<file path="src/rtl/decode_queue_stage.sv">
// decode_queue_stage: fetch queue feeding a registered MIPS decoder with load-use bubbles, flush and stall counter
module decode_queue_stage #(
  parameter int DEPTH = 4,
  parameter int PC_WIDTH = 32,
  parameter int STALL_CNT_WIDTH = 16
) (
  input  logic                       clock,
  input  logic                       reset,
  input  logic                       w_flush,
  input  logic                       w_in_valid,
  output logic                       w_in_ready,
  input  logic [PC_WIDTH-1:0]        w_pc_in,
  input  logic [31:0]                w_instr_in_32,
  output logic                       w_out_valid,
  input  logic                       w_out_ready,
  output logic [PC_WIDTH-1:0]        w_pc_out,
  output logic [31:0]                w_instr_out_32,
  output logic [5:0]                 w_op_type_6,
  output logic [4:0]                 w_rs_addr_5,
  output logic [4:0]                 w_rt_addr_5,
  output logic [4:0]                 w_rd_addr_5,
  output logic [4:0]                 w_sh_amt_5,
  output logic [5:0]                 w_func_6,
  output logic [15:0]                w_alu_imm_val_16,
  output logic [25:0]                w_branch_imm_val_26,
  output logic                       w_alu_op,
  output logic                       w_unsigned_op,
  output logic                       w_imm_op,
  output logic                       w_byte_op,
  output logic                       w_shift_op,
  output logic                       w_mem_op,
  output logic                       w_write_op,
  output logic                       w_branch_op,
  output logic                       w_jump_op,
  output logic                       w_nop,
  output logic                       w_illegal,
  output logic [STALL_CNT_WIDTH-1:0] w_stall_count
);
  localparam int AW = $clog2(DEPTH);
  localparam logic [10:0] ALU = 11'h400, UNS = 11'h200, IMM = 11'h100, BYT = 11'h080;
  localparam logic [10:0] SHF = 11'h040, MEM = 11'h020, WR = 11'h010, BR = 11'h008;
  localparam logic [10:0] JMP = 11'h004, NOP = 11'h002, ILL = 11'h001;
  logic [PC_WIDTH+31:0]       r_mem [DEPTH];
  logic [AW:0]                r_wp, r_rp;
  logic                       r_valid;
  logic [PC_WIDTH-1:0]        r_pc;
  logic [31:0]                r_instr;
  logic [5:0]                 r_op;
  logic [10:0]                r_fl;
  logic [STALL_CNT_WIDTH-1:0] r_cnt;
  logic [PC_WIDTH+31:0]       w_head;
  logic [31:0]                w_hi;
  logic                       w_empty, w_free, w_ld_op, w_hazard, w_load, w_push;
  logic [5:0]                 w_dop;
  logic [10:0]                w_dfl;
  assign w_head = r_mem[r_rp[AW-1:0]];
  assign w_hi = w_head[31:0];
  assign w_empty = r_wp == r_rp;
  assign w_in_ready = (r_wp - r_rp) != (AW+1)'(DEPTH);
  assign w_free = !r_valid | w_out_ready;
  assign w_ld_op = r_instr[31:26] inside {6'h23, 6'h20, 6'h24};
  // the departing load's rt is only a hazard if the next instruction reads it
  assign w_hazard = r_valid & w_out_ready & !w_empty & w_ld_op & (r_instr[20:16] != 5'd0) &
                    ((w_hi[25:21] == r_instr[20:16]) | (w_hi[20:16] == r_instr[20:16]));
  assign w_load = w_free & !w_empty & !w_hazard;
  assign w_push = w_in_valid & w_in_ready;
  always_comb begin
    w_dop = w_hi[31:26];
    w_dfl = '0;
    case (w_hi[31:26])
      6'h00: begin
        w_dop = w_hi[5:0];
        case (w_hi[5:0])
          6'h08, 6'h09: w_dfl = JMP;
          6'h21, 6'h23, 6'h19, 6'h1B, 6'h2B: w_dfl = ALU | UNS;
          6'h20, 6'h22, 6'h18, 6'h1A, 6'h2A: w_dfl = ALU;
          6'h02, 6'h03: w_dfl = ALU | IMM | SHF;
          6'h00: w_dfl = (w_hi[10:6] != 5'd0) ? (ALU | IMM | SHF) : NOP;
          6'h04, 6'h06, 6'h07: w_dfl = ALU | SHF;
          default: w_dfl = NOP | ILL;
        endcase
      end
      6'h01: begin
        w_dop = (w_hi[20:17] == 4'd0) ? {1'b0, w_hi[20:16]} : 6'd0;
        w_dfl = (w_hi[20:17] == 4'd0) ? BR : (NOP | ILL);
      end
      6'h09, 6'h0B: w_dfl = ALU | IMM | UNS;
      6'h0A, 6'h0D, 6'h0E: w_dfl = ALU | IMM;
      6'h23: w_dfl = MEM;
      6'h2B: w_dfl = MEM | WR;
      6'h0F: w_dfl = MEM | IMM;
      6'h20: w_dfl = MEM | BYT;
      6'h24: w_dfl = MEM | BYT | UNS;
      6'h28: w_dfl = MEM | WR | BYT;
      6'h02, 6'h03: w_dfl = JMP | IMM;
      6'h04, 6'h05, 6'h06, 6'h07: w_dfl = BR;
      default: begin
        w_dop = 6'd0;
        w_dfl = NOP | ILL;
      end
    endcase
  end
  always_ff @(posedge clock)
    if (w_push) r_mem[r_wp[AW-1:0]] <= {w_pc_in, w_instr_in_32};
  always_ff @(posedge clock) begin
    if (reset) begin
      r_wp <= '0;
      r_rp <= '0;
      r_valid <= 1'b0;
      r_pc <= '0;
      r_instr <= '0;
      r_op <= '0;
      r_fl <= '0;
      r_cnt <= '0;
    end else if (w_flush) begin
      r_wp <= '0;
      r_rp <= '0;
      r_valid <= 1'b0;
      r_fl <= '0;
    end else begin
      if (w_push) r_wp <= r_wp + (AW+1)'(1);
      if (w_load) begin
        r_rp <= r_rp + (AW+1)'(1);
        r_valid <= 1'b1;
        r_pc <= w_head[PC_WIDTH+31:32];
        r_instr <= w_hi;
        r_op <= w_dop;
        r_fl <= w_dfl;
      end else if (w_free) r_valid <= 1'b0;
      if (w_hazard && r_cnt != '1) r_cnt <= r_cnt + 1'b1;
    end
  end
  assign w_out_valid = r_valid;
  assign w_pc_out = r_pc;
  assign w_instr_out_32 = r_instr;
  assign w_op_type_6 = r_op;
  assign w_rs_addr_5 = r_instr[25:21];
  assign w_rt_addr_5 = r_instr[20:16];
  assign w_rd_addr_5 = r_instr[15:11];
  assign w_sh_amt_5 = r_instr[10:6];
  assign w_func_6 = r_instr[5:0];
  assign w_alu_imm_val_16 = r_instr[15:0];
  assign w_branch_imm_val_26 = r_instr[25:0];
  assign {w_alu_op, w_unsigned_op, w_imm_op, w_byte_op, w_shift_op, w_mem_op,
          w_write_op, w_branch_op, w_jump_op, w_nop, w_illegal} = r_fl;
  assign w_stall_count = r_cnt;
endmodule

</file>
<file path="config.mk">
export PLATFORM = sky130hd
export DESIGN_NAME = decode_queue_stage
export DESIGN_NICKNAME = d
export VERILOG_FILES = /design/src/rtl/decode_queue_stage.sv
export SDC_FILE = /design/constraint.sdc
export NUM_CORES = 1
export LEC_CHECK = 0
export ABC_AREA = 1
export CAP_MARGIN = 20
export CORE_MARGIN = 2
export CORE_UTILIZATION = 54
export DETAILED_ROUTE_END_ITERATION = 6
export HOLD_SLACK_MARGIN = 0.06
export PLACE_DENSITY = 0.85
export RECOVER_POWER = 50
export REMOVE_ABC_BUFFERS = 1
export SKIP_LAST_GASP = 1
export SYNTH_ARGS = -nofsm -noshare
export SYNTH_HDL_FRONTEND = slang
export SYNTH_SLANG_ARGS = --single-unit
</file>
<file path="constraint.sdc">
create_clock -name clock -period 6.17 [get_ports clock]
set_clock_uncertainty 0.2 [all_clocks]
set_input_delay 1.851 -clock clock [delete_from_list [all_inputs] [get_ports clock]]
set_output_delay 1.851 -clock clock [all_outputs]
set_load 0.03 [all_outputs]
</file>
==> results of run 1 <==
-- worst max-delay path: cells and delay by family --
kind          cells  cell delay, ns
buf+inv           2            1.20
simple gates      2            1.80
-- layout make-up --
| cell class | count | area, um2 | share of cell area |
|---|---|---|---|
| Sequential cell | 362 | 9814 | 0.5309 |
| Multi-Input combinational cell | 917 | 4190 | 0.2267 |
| Timing Repair Buffer | 247 | 2475 | 0.1339 |
| Clock buffer | 50 | 1036 | 0.05604 |
| Tap cell | 378 | 473.0 | 0.02559 |
| Inverter | 65 | 246.5 | 0.01333 |
| Clock inverter | 17 | 227.7 | 0.01232 |
| Antenna cell | 9 | 22.52 | 0.001218 |
-- flip-flops by register name, summed over array words and instances, names as in the netlist, named ones only --
name,flops
r_fl,11
w_instr_out_32,32
r_wp,3
w_pc_out,32
r_rp,3
w_out_valid,1
w_stall_count,16
r_mem,256
w_op_type_6,6
-- power by group through the flow --
stage               combinational [mW]  sequential [mW]  clock [mW]
finish                            1.25             2.85        2.28
global route                      1.36             2.87        2.41
CTS                               1.27             2.85        2.31
detailed placement                1.26             2.90           0
global placement                  1.23             2.89           0
floorplan                        0.503             3.14           0
-- metal layers --
metal / share of wire / track usage
met5: 0.0017 / 0
met4: 0.026 / 0.09322
met3: 0.075 / 0.04947
met2: 0.50 / 0.4271
met1: 0.40 / 0.2985
-- path summary, 6_finish.rpt --
check	endpoint	slack, ns
min	w_pc_out[4]	0.26
max reg2reg	r_mem[1][31]	1.82
min reg2reg	w_pc_out[4]	0.26
max	r_mem[1][31]	1.25
-- stage by stage --
| step | utilization | instance area [um2] | worst slack, ns | std cells |
|---|---|---|---|---|
| 3_3_place_gp | 0.6221 | 17240 | 1.565 | 1969 |
| 4_1_cts | 0.6677 | 18500 | 1.537 | 2036 |
| 5_1_grt | 0.6668 | 18480 | 1.079 | 2041 |
| 3_5_place_dp | 0.6221 | 17240 | 1.480 | 1969 |
| 6_report | 0.6672 | 18490 | 1.251 | 2045 |
| 2_1_floorplan | - | 14250 | 0.07253 | 1344 |
-- placed cells by master, fill, tap and decap left out, drive strengths merged, types with 8 or more instances in the layout --
cell type / instances
clkbuf: 50
buf: 13
nand2: 410
a21oi: 103
dfxtp: 106
inv: 63
nor2: 123
clkdlybuf4s50: 123
nand3: 93
o22ai: 37
nor3: 8
edfxtp: 256
o21ai: 87
diode: 9
nand4: 13
xor2: 14
dlygate4sd3: 111
ha: 8
clkinv: 10
-- cell families after synthesis --
| group | Yosys count |
|---|---|
| adders and majority gates | 8 |
| AOI/OAI and AO/OA | 231 |
| xor gates and xnor gates | 18 |
| DFF | 362 |
| and+or+nand+nor | 660 |
| buffers and inverters | 203 |
==> results by group, run 1 <==
Global routing
  • Vias in the first global route: 10970
  • First-pass GRT wire length: around 56 mm
  • Initial antenna violation count: 15
  • GRT Total Usage: 0.2440
  • Largest net degree at the start of global routing: 98
  • GRT Residual Overflow: 0

Routing
  • Post-Route WL: 35.94 mm
  • DRC Markers: 0
  • Via count: 11260
  • Number of DRC markers in iteration 0: 1028
  • 1st-pass router iterations: 6
  • Drt wl/cell: 17.57 um
  • Detail Route Antenna Nets: 0
  • Via density: 5.504

Synthesis
  • Mapped Area: 15130 um2
  • Post-synthesis average cell area: 10.21 um2
  • Most frequent cells after synthesis: nand2_1 (405), edfxtp_1 (256), nor2_1 (121), dfxtp_1 (106), a21oi_1 (103)
  • Post-Synth Simple-Gate Area: 0.1802
  • Post-Synth XOR/XNOR Area: 0.01042
  • Post-synthesis compound-gate area fraction: 0.08003
  • Synthesized flop and latch total: 362
  • Post-synth EDFFs: 256
  • Post-synthesis mux area share: 0
  • Synth area leaders: edfxtp_1 (51%), dfxtp_1 (14%), nand2_1 (10%)
  • Most frequent cell after synthesis: nand2_1
  • Seq/Total Area, Yosys: 0.6481
  • Synth Instances: between 1000 and 1500
  • Top FF cell, synth: edfxtp_1
  • Top cell type by total area after synthesis: edfxtp_1
  • Synth Area in Adders: 0.006614
  • Post-synth top area share: 0.5079
  • Count of cell types in the netlist: 39
  • Fraction of registers with async set or reset after synthesis: 0
  • Main combinational cell family by area after synthesis: simple AND/OR/NAND/NOR gates
  • Synth Warn #: 0

Clocking
  • CTS hold repair buffers: 0
  • # H-tree levels: 2
  • CTS tree: done
  • Worst-path clk slew: 0.06 ns
  • CTS Root Cell: clkbuf_16
  • Worst-Skew Late Latency: 0.51 ns
  • Number of clock sinks: between 300 and 400
  • CTS buffer count: 37
  • Postcts setup bufs: 0
  • # resized after CTS: 0
  • Clock Path Buffers: 3

Pwr
  • P_leak: approximately 7 nW
  • Power share of the clock group: 0.358
  • Power Total: about 6.4 mW
  • Combinational share of power: 0.196
  • Sw Share: 0.2846
  • Sequential share of power: 0.447
  • Worst vdd ir: around 0.27 mV
  • Switching Power: 1.816 mW
  • Internal power: between 4 and 5 mW
  • Pwr/cell area: around 350 nW/um2

Worst setup path
  • Reg2Reg Depth: 9
  • WP data arrival: between 4 and 5 ns
  • Critical Path Fanout Max: 26
  • Critical Path Start: w_in_valid
  • CP Data Required Time: 6.12 ns
  • Crit path max-delay cell type: nor2_1
  • RR Startpoint: r_rp[1]
  • Worst-path cell chain: dlygate4sd3_1, nand2_1, nor2_1, buf_4
  • Slowest stage delay, CP: 1.58 ns
  • CP Capture Type: flop
  • Crit path kind: in2reg
  • Critical Path Start Type: input pin

Place
  • Buffers on Ports: 235
  • Post-detail-place hpwl: between 20 and 25 mm
  • Final GP Congestion: between 0.8 and 0.9

Status
  • Failing checks: capacitance limit, slew limit
  • Status: finished, violations left

Floorplanning
  • Row count: 61
  • Num ports: 236
  • Die Wd: 171.4 um
  • Die Area: 29380 um2
  • CORE AREA: 27710 um2
  • Initial Util: 0.5463
  • Die H: between 150 and 200 um

Cells and area
  • FILL cells: 2095
  • Synthesis-to-layout area growth: 22.14%
  • Share of cells above drive strength 1: 0.05308
  • Nets: 1707

Timing
  • Setup tns final: 0 ns
  • Fmax achieved: 0.2033 GHz
  • Max-slew violation count: 80
  • Crit path time final: between 4 and 5 ns
  • Hold WS: 0.2628 ns
  • Final hold violations: 0
  • RSZ-0062 raised after global routing: false
  • Worst-margin pin slew: around 2.2 ns
  • Tcrit/Tclk final: 0.7973
  • Setup Viol. Count Final: 0
  • Max-slew headroom: -0.4523

Flow run
  • Max-cap violations: 4

Hold path
  • Hold Path Origin: w_pc_out[4]
  • Worst hold path depth: 2
  • HP Class: reg2reg
Power figures use the tool's default switching activity.
==> run 2, diff against run 1 <==
--- a/config.mk
+++ b/config.mk
@@ -8,10 +8,10 @@
 export ABC_AREA = 1
 export CAP_MARGIN = 20
 export CORE_MARGIN = 2
-export CORE_UTILIZATION = 54
+export CORE_UTILIZATION = 49
 export DETAILED_ROUTE_END_ITERATION = 6
 export HOLD_SLACK_MARGIN = 0.06
-export PLACE_DENSITY = 0.85
+export PLACE_DENSITY = 0.82
 export RECOVER_POWER = 50
 export REMOVE_ABC_BUFFERS = 1
 export SKIP_LAST_GASP = 1
==> constraint.sdc (replaced) <==
create_clock -name clock -period 4.3 [get_ports clock]
set_clock_uncertainty 0.2 [all_clocks]
set_input_delay 1.29 -clock clock [delete_from_list [all_inputs] [get_ports clock]]
set_output_delay 1.29 -clock clock [all_outputs]
set_load 0.03 [all_outputs]
==> run 2 against run 1 <==
Net effect:
- the run still ends with capacitance limit, slew limit left
- first-iteration DRC count decreased by 24%
- sequential share of layout area grew 0.13 points
- die area is 10% higher
- clock power rose by 34%
- via count decreased by 1.3%
- core utilization shrank 6.3 points
- global-route usage is 2.4 points lower
- cell area is 0.24% lower
- worst hold slack gained 0.0011 ns
- critical path type is now reg2out
- critical endpoint is now w_in_ready
==> results by group, run 2 (synthesis results as in run 1) <==
Clocking
  • CTS buffer count: 38 (+2.7%)
  • CTS tree: done
  • # resized after CTS: 0 (unchanged)
  • Postcts setup bufs: 0 (unchanged)
  • Clock Path Buffers: 3 (unchanged)
  • # H-tree levels: 2 (unchanged)
  • Worst-path clk slew: 0.06 ns (about the same)
  • CTS hold repair buffers: 0 (unchanged)
  • CTS Root Cell: clkbuf_16
  • Worst-Skew Late Latency: 0.51 ns (about the same)
  • Number of clock sinks: 362 (unchanged)

Timing
  • RSZ-0062 raised after global routing: false
  • Final hold violations: 0 (unchanged)
  • Setup tns final: 0 ns (unchanged)
  • Fmax achieved: 0.2481 GHz
  • Setup Viol. Count Final: 0 (unchanged)
  • Worst-margin pin slew: 1.853 ns (-0.3176 ns)
  • Max-slew violation count: 94 (+18%)
  • Max-slew headroom: -0.2352 (+0.2171)
  • Tcrit/Tclk final: 0.9375
  • Crit path time final: between 4 and 5 ns

Global routing
  • Vias in the first global route: 10930 (-0.42%)
  • First-pass GRT wire length: 57.01 mm (+2.0%)
  • GRT Residual Overflow: 0 (unchanged)
  • Initial antenna violation count: 11 (-4)
  • GRT Total Usage: 0.2195 (-0.02444)
  • Largest net degree at the start of global routing: 96 (-2.0%)

Status
  • Status: finished, violations left
  • Failing checks: capacitance limit, slew limit

Worst setup path
  • Crit path kind: reg2out
  • Reg2Reg Depth: 10 (+1)
  • Critical Path Fanout Max: 4 (-85%)
  • Critical Path Start Type: flop
  • Slowest stage delay, CP: 0.72 ns (-0.86 ns)
  • Worst Path Buf+Inv: 2 (unchanged)
  • Critical Path Start: r_wp[1]
  • R2R Path End: r_wp[2]
  • CP Depth: 6 (+2)
  • Crit-path leading delay family: buffers and inverters
  • Worst-path cell chain: ha_1, inv_1, nor2_1, or3_1, nand4_1, clkdlybuf4s50_1
  • CP Capture Type: output port
  • RR Startpoint: r_wp[1]
  • CP Data Required Time: 2.81 ns (-3.31 ns)
  • Crit path max-delay cell type: clkdlybuf4s50_1
  • Critical Path End: w_in_ready
  • Flop-to-flop setup slack: 0.43 ns (-1.39 ns)
  • WP data arrival: 2.54 ns (-2.33 ns)

Cells and area
  • Synthesis-to-layout area growth: 21.84%
  • Commonest non-fill, non-tap cell in the layout: nand2_1
  • Commonest non-fill, non-tap cells in the layout: nand2_1 (405), edfxtp_1 (256), clkdlybuf4s50_1 (169)
  • Nets: 1713 (+0.35%)
  • Number of flip-flops in the largest register: 256 (unchanged)
  • Fin area: 18440 um2 (-0.24%)
  • Share of cells above drive strength 1: 0.05472 (+0.001644)

Routing
  • Via density: 5.375 (-2.3%)
  • Detail Route Antenna Nets: 0 (unchanged)
  • DRC Markers: 0 (unchanged)
  • Number of DRC markers in iteration 0: 783 (-24%)
  • Post-Route WL: 36.48 mm (+1.5%)
  • 1st-pass router iterations: 5 (-1)
  • Via count: 11110 (-1.3%)
  • Drt wl/cell: 17.65 um (+0.46%)

Floorplanning
  • Die H: 179.7 um (+4.9%)
  • Die Area: 32310 um2 (+10%)
  • Die Wd: 179.7 um (+4.9%)
  • CORE AREA: 30510 um2 (+10%)
  • Num ports: 236 (unchanged)
  • Initial Util: 0.4961 (-0.05020)
  • Row count: 64 (+4.9%)

Pwr
  • Power Total: 8.967 mW (+40%)
  • Pwr/cell area: 486.3 nW/um2 (+41%)
  • Worst vdd ir: 0.3580 mV (+33%)
  • P_leak: 6.677 nW (-2.4%)

Hold path
  • HP Class: reg2reg

Place
  • Post-detail-place hpwl: 22.19 mm (+1.6%)
  • Buffers on Ports: 235 (unchanged)
  • Final GP Congestion: 0.9078 (+1.9%)
  • Placement Cell Area: 17310 um2 (+0.44%)

Flow run
  • Max-cap violations: 2 (-2)
[run 2: how the worst min path moves through the flow]
| stage | slack [ns] | end | start | cells after the start |
|---|---|---|---|---|
| global route | 0.28 | w_op_type_6[5] | w_op_type_6[5] | 2 |
| finish | 0.26 | w_pc_out[25] | w_pc_out[25] | 2 |
| detailed placement | 0.26 | w_op_type_6[5] | w_op_type_6[5] | 2 |
| floorplan | 0.26 | flop | r_rp[1] | 2 |
| global placement | 0.25 | w_pc_out[22] | w_pc_out[22] | 2 |
| CTS | 0.27 | w_op_type_6[5] | w_op_type_6[5] | 2 |
[run 2: area by class of cell]
cell class / instances / area [um2]
diodes: 7 / 17.52
clock buffers: 49 / 1012
clock inverters: 18 / 146.4
fillers: 2470 / 12070
inverters: 65 / 246.5
multi-input cells: 917 / 4220
flip-flops and latches: 362 / 9814
well taps: 396 / 495.5
repair buffers: 252 / 2487
[run 2: routing by layer]
layer / part of all wire / vias to the layer above / routed length [um] / global-route usage
li1: - / 5308 / - / -
met1: 0.40 / 5312 / 14720 / 0.2739
met2: 0.50 / 392 / 18090 / 0.3822
met3: 0.072 / 85 / 2628 / 0.04639
met4: 0.027 / 8 / 991 / 0.07024
met5: 0.0012 / - / 43 / 0
[run 2: through the flow]
step / utilization / std cells / setup WS [ns] / hold WS (ns)
after global routing: 0.6041 / 2062 / 0.1515 / 0.2805
after global placement: 0.5674 / 1992 / 0.5935 / 0.2531
final: 0.6044 / 2066 / 0.2689 / 0.2639
after CTS: 0.6054 / 2059 / 0.2283 / 0.2658
after floorplan: - / 1344 / -1.797 / 0.2622
after detailed placement: 0.5674 / 1992 / 0.5201 / 0.2568
[run 2: tightest hold or removal path, cell delays in order (launching register included)]
cell,delay (ns)
dfxtp_1,0.31
nand2_1,0.06
a21oi_1,0.05
[run 2: report_power, final]
part	switching, mW	total (mW)	internal, mW	leakage [nW]
Clock	1.26	3.05	1.78	0.569
Sequential	0.131	4.10	3.97	3.21
Combinational	1.21	1.83	0.613	2.90
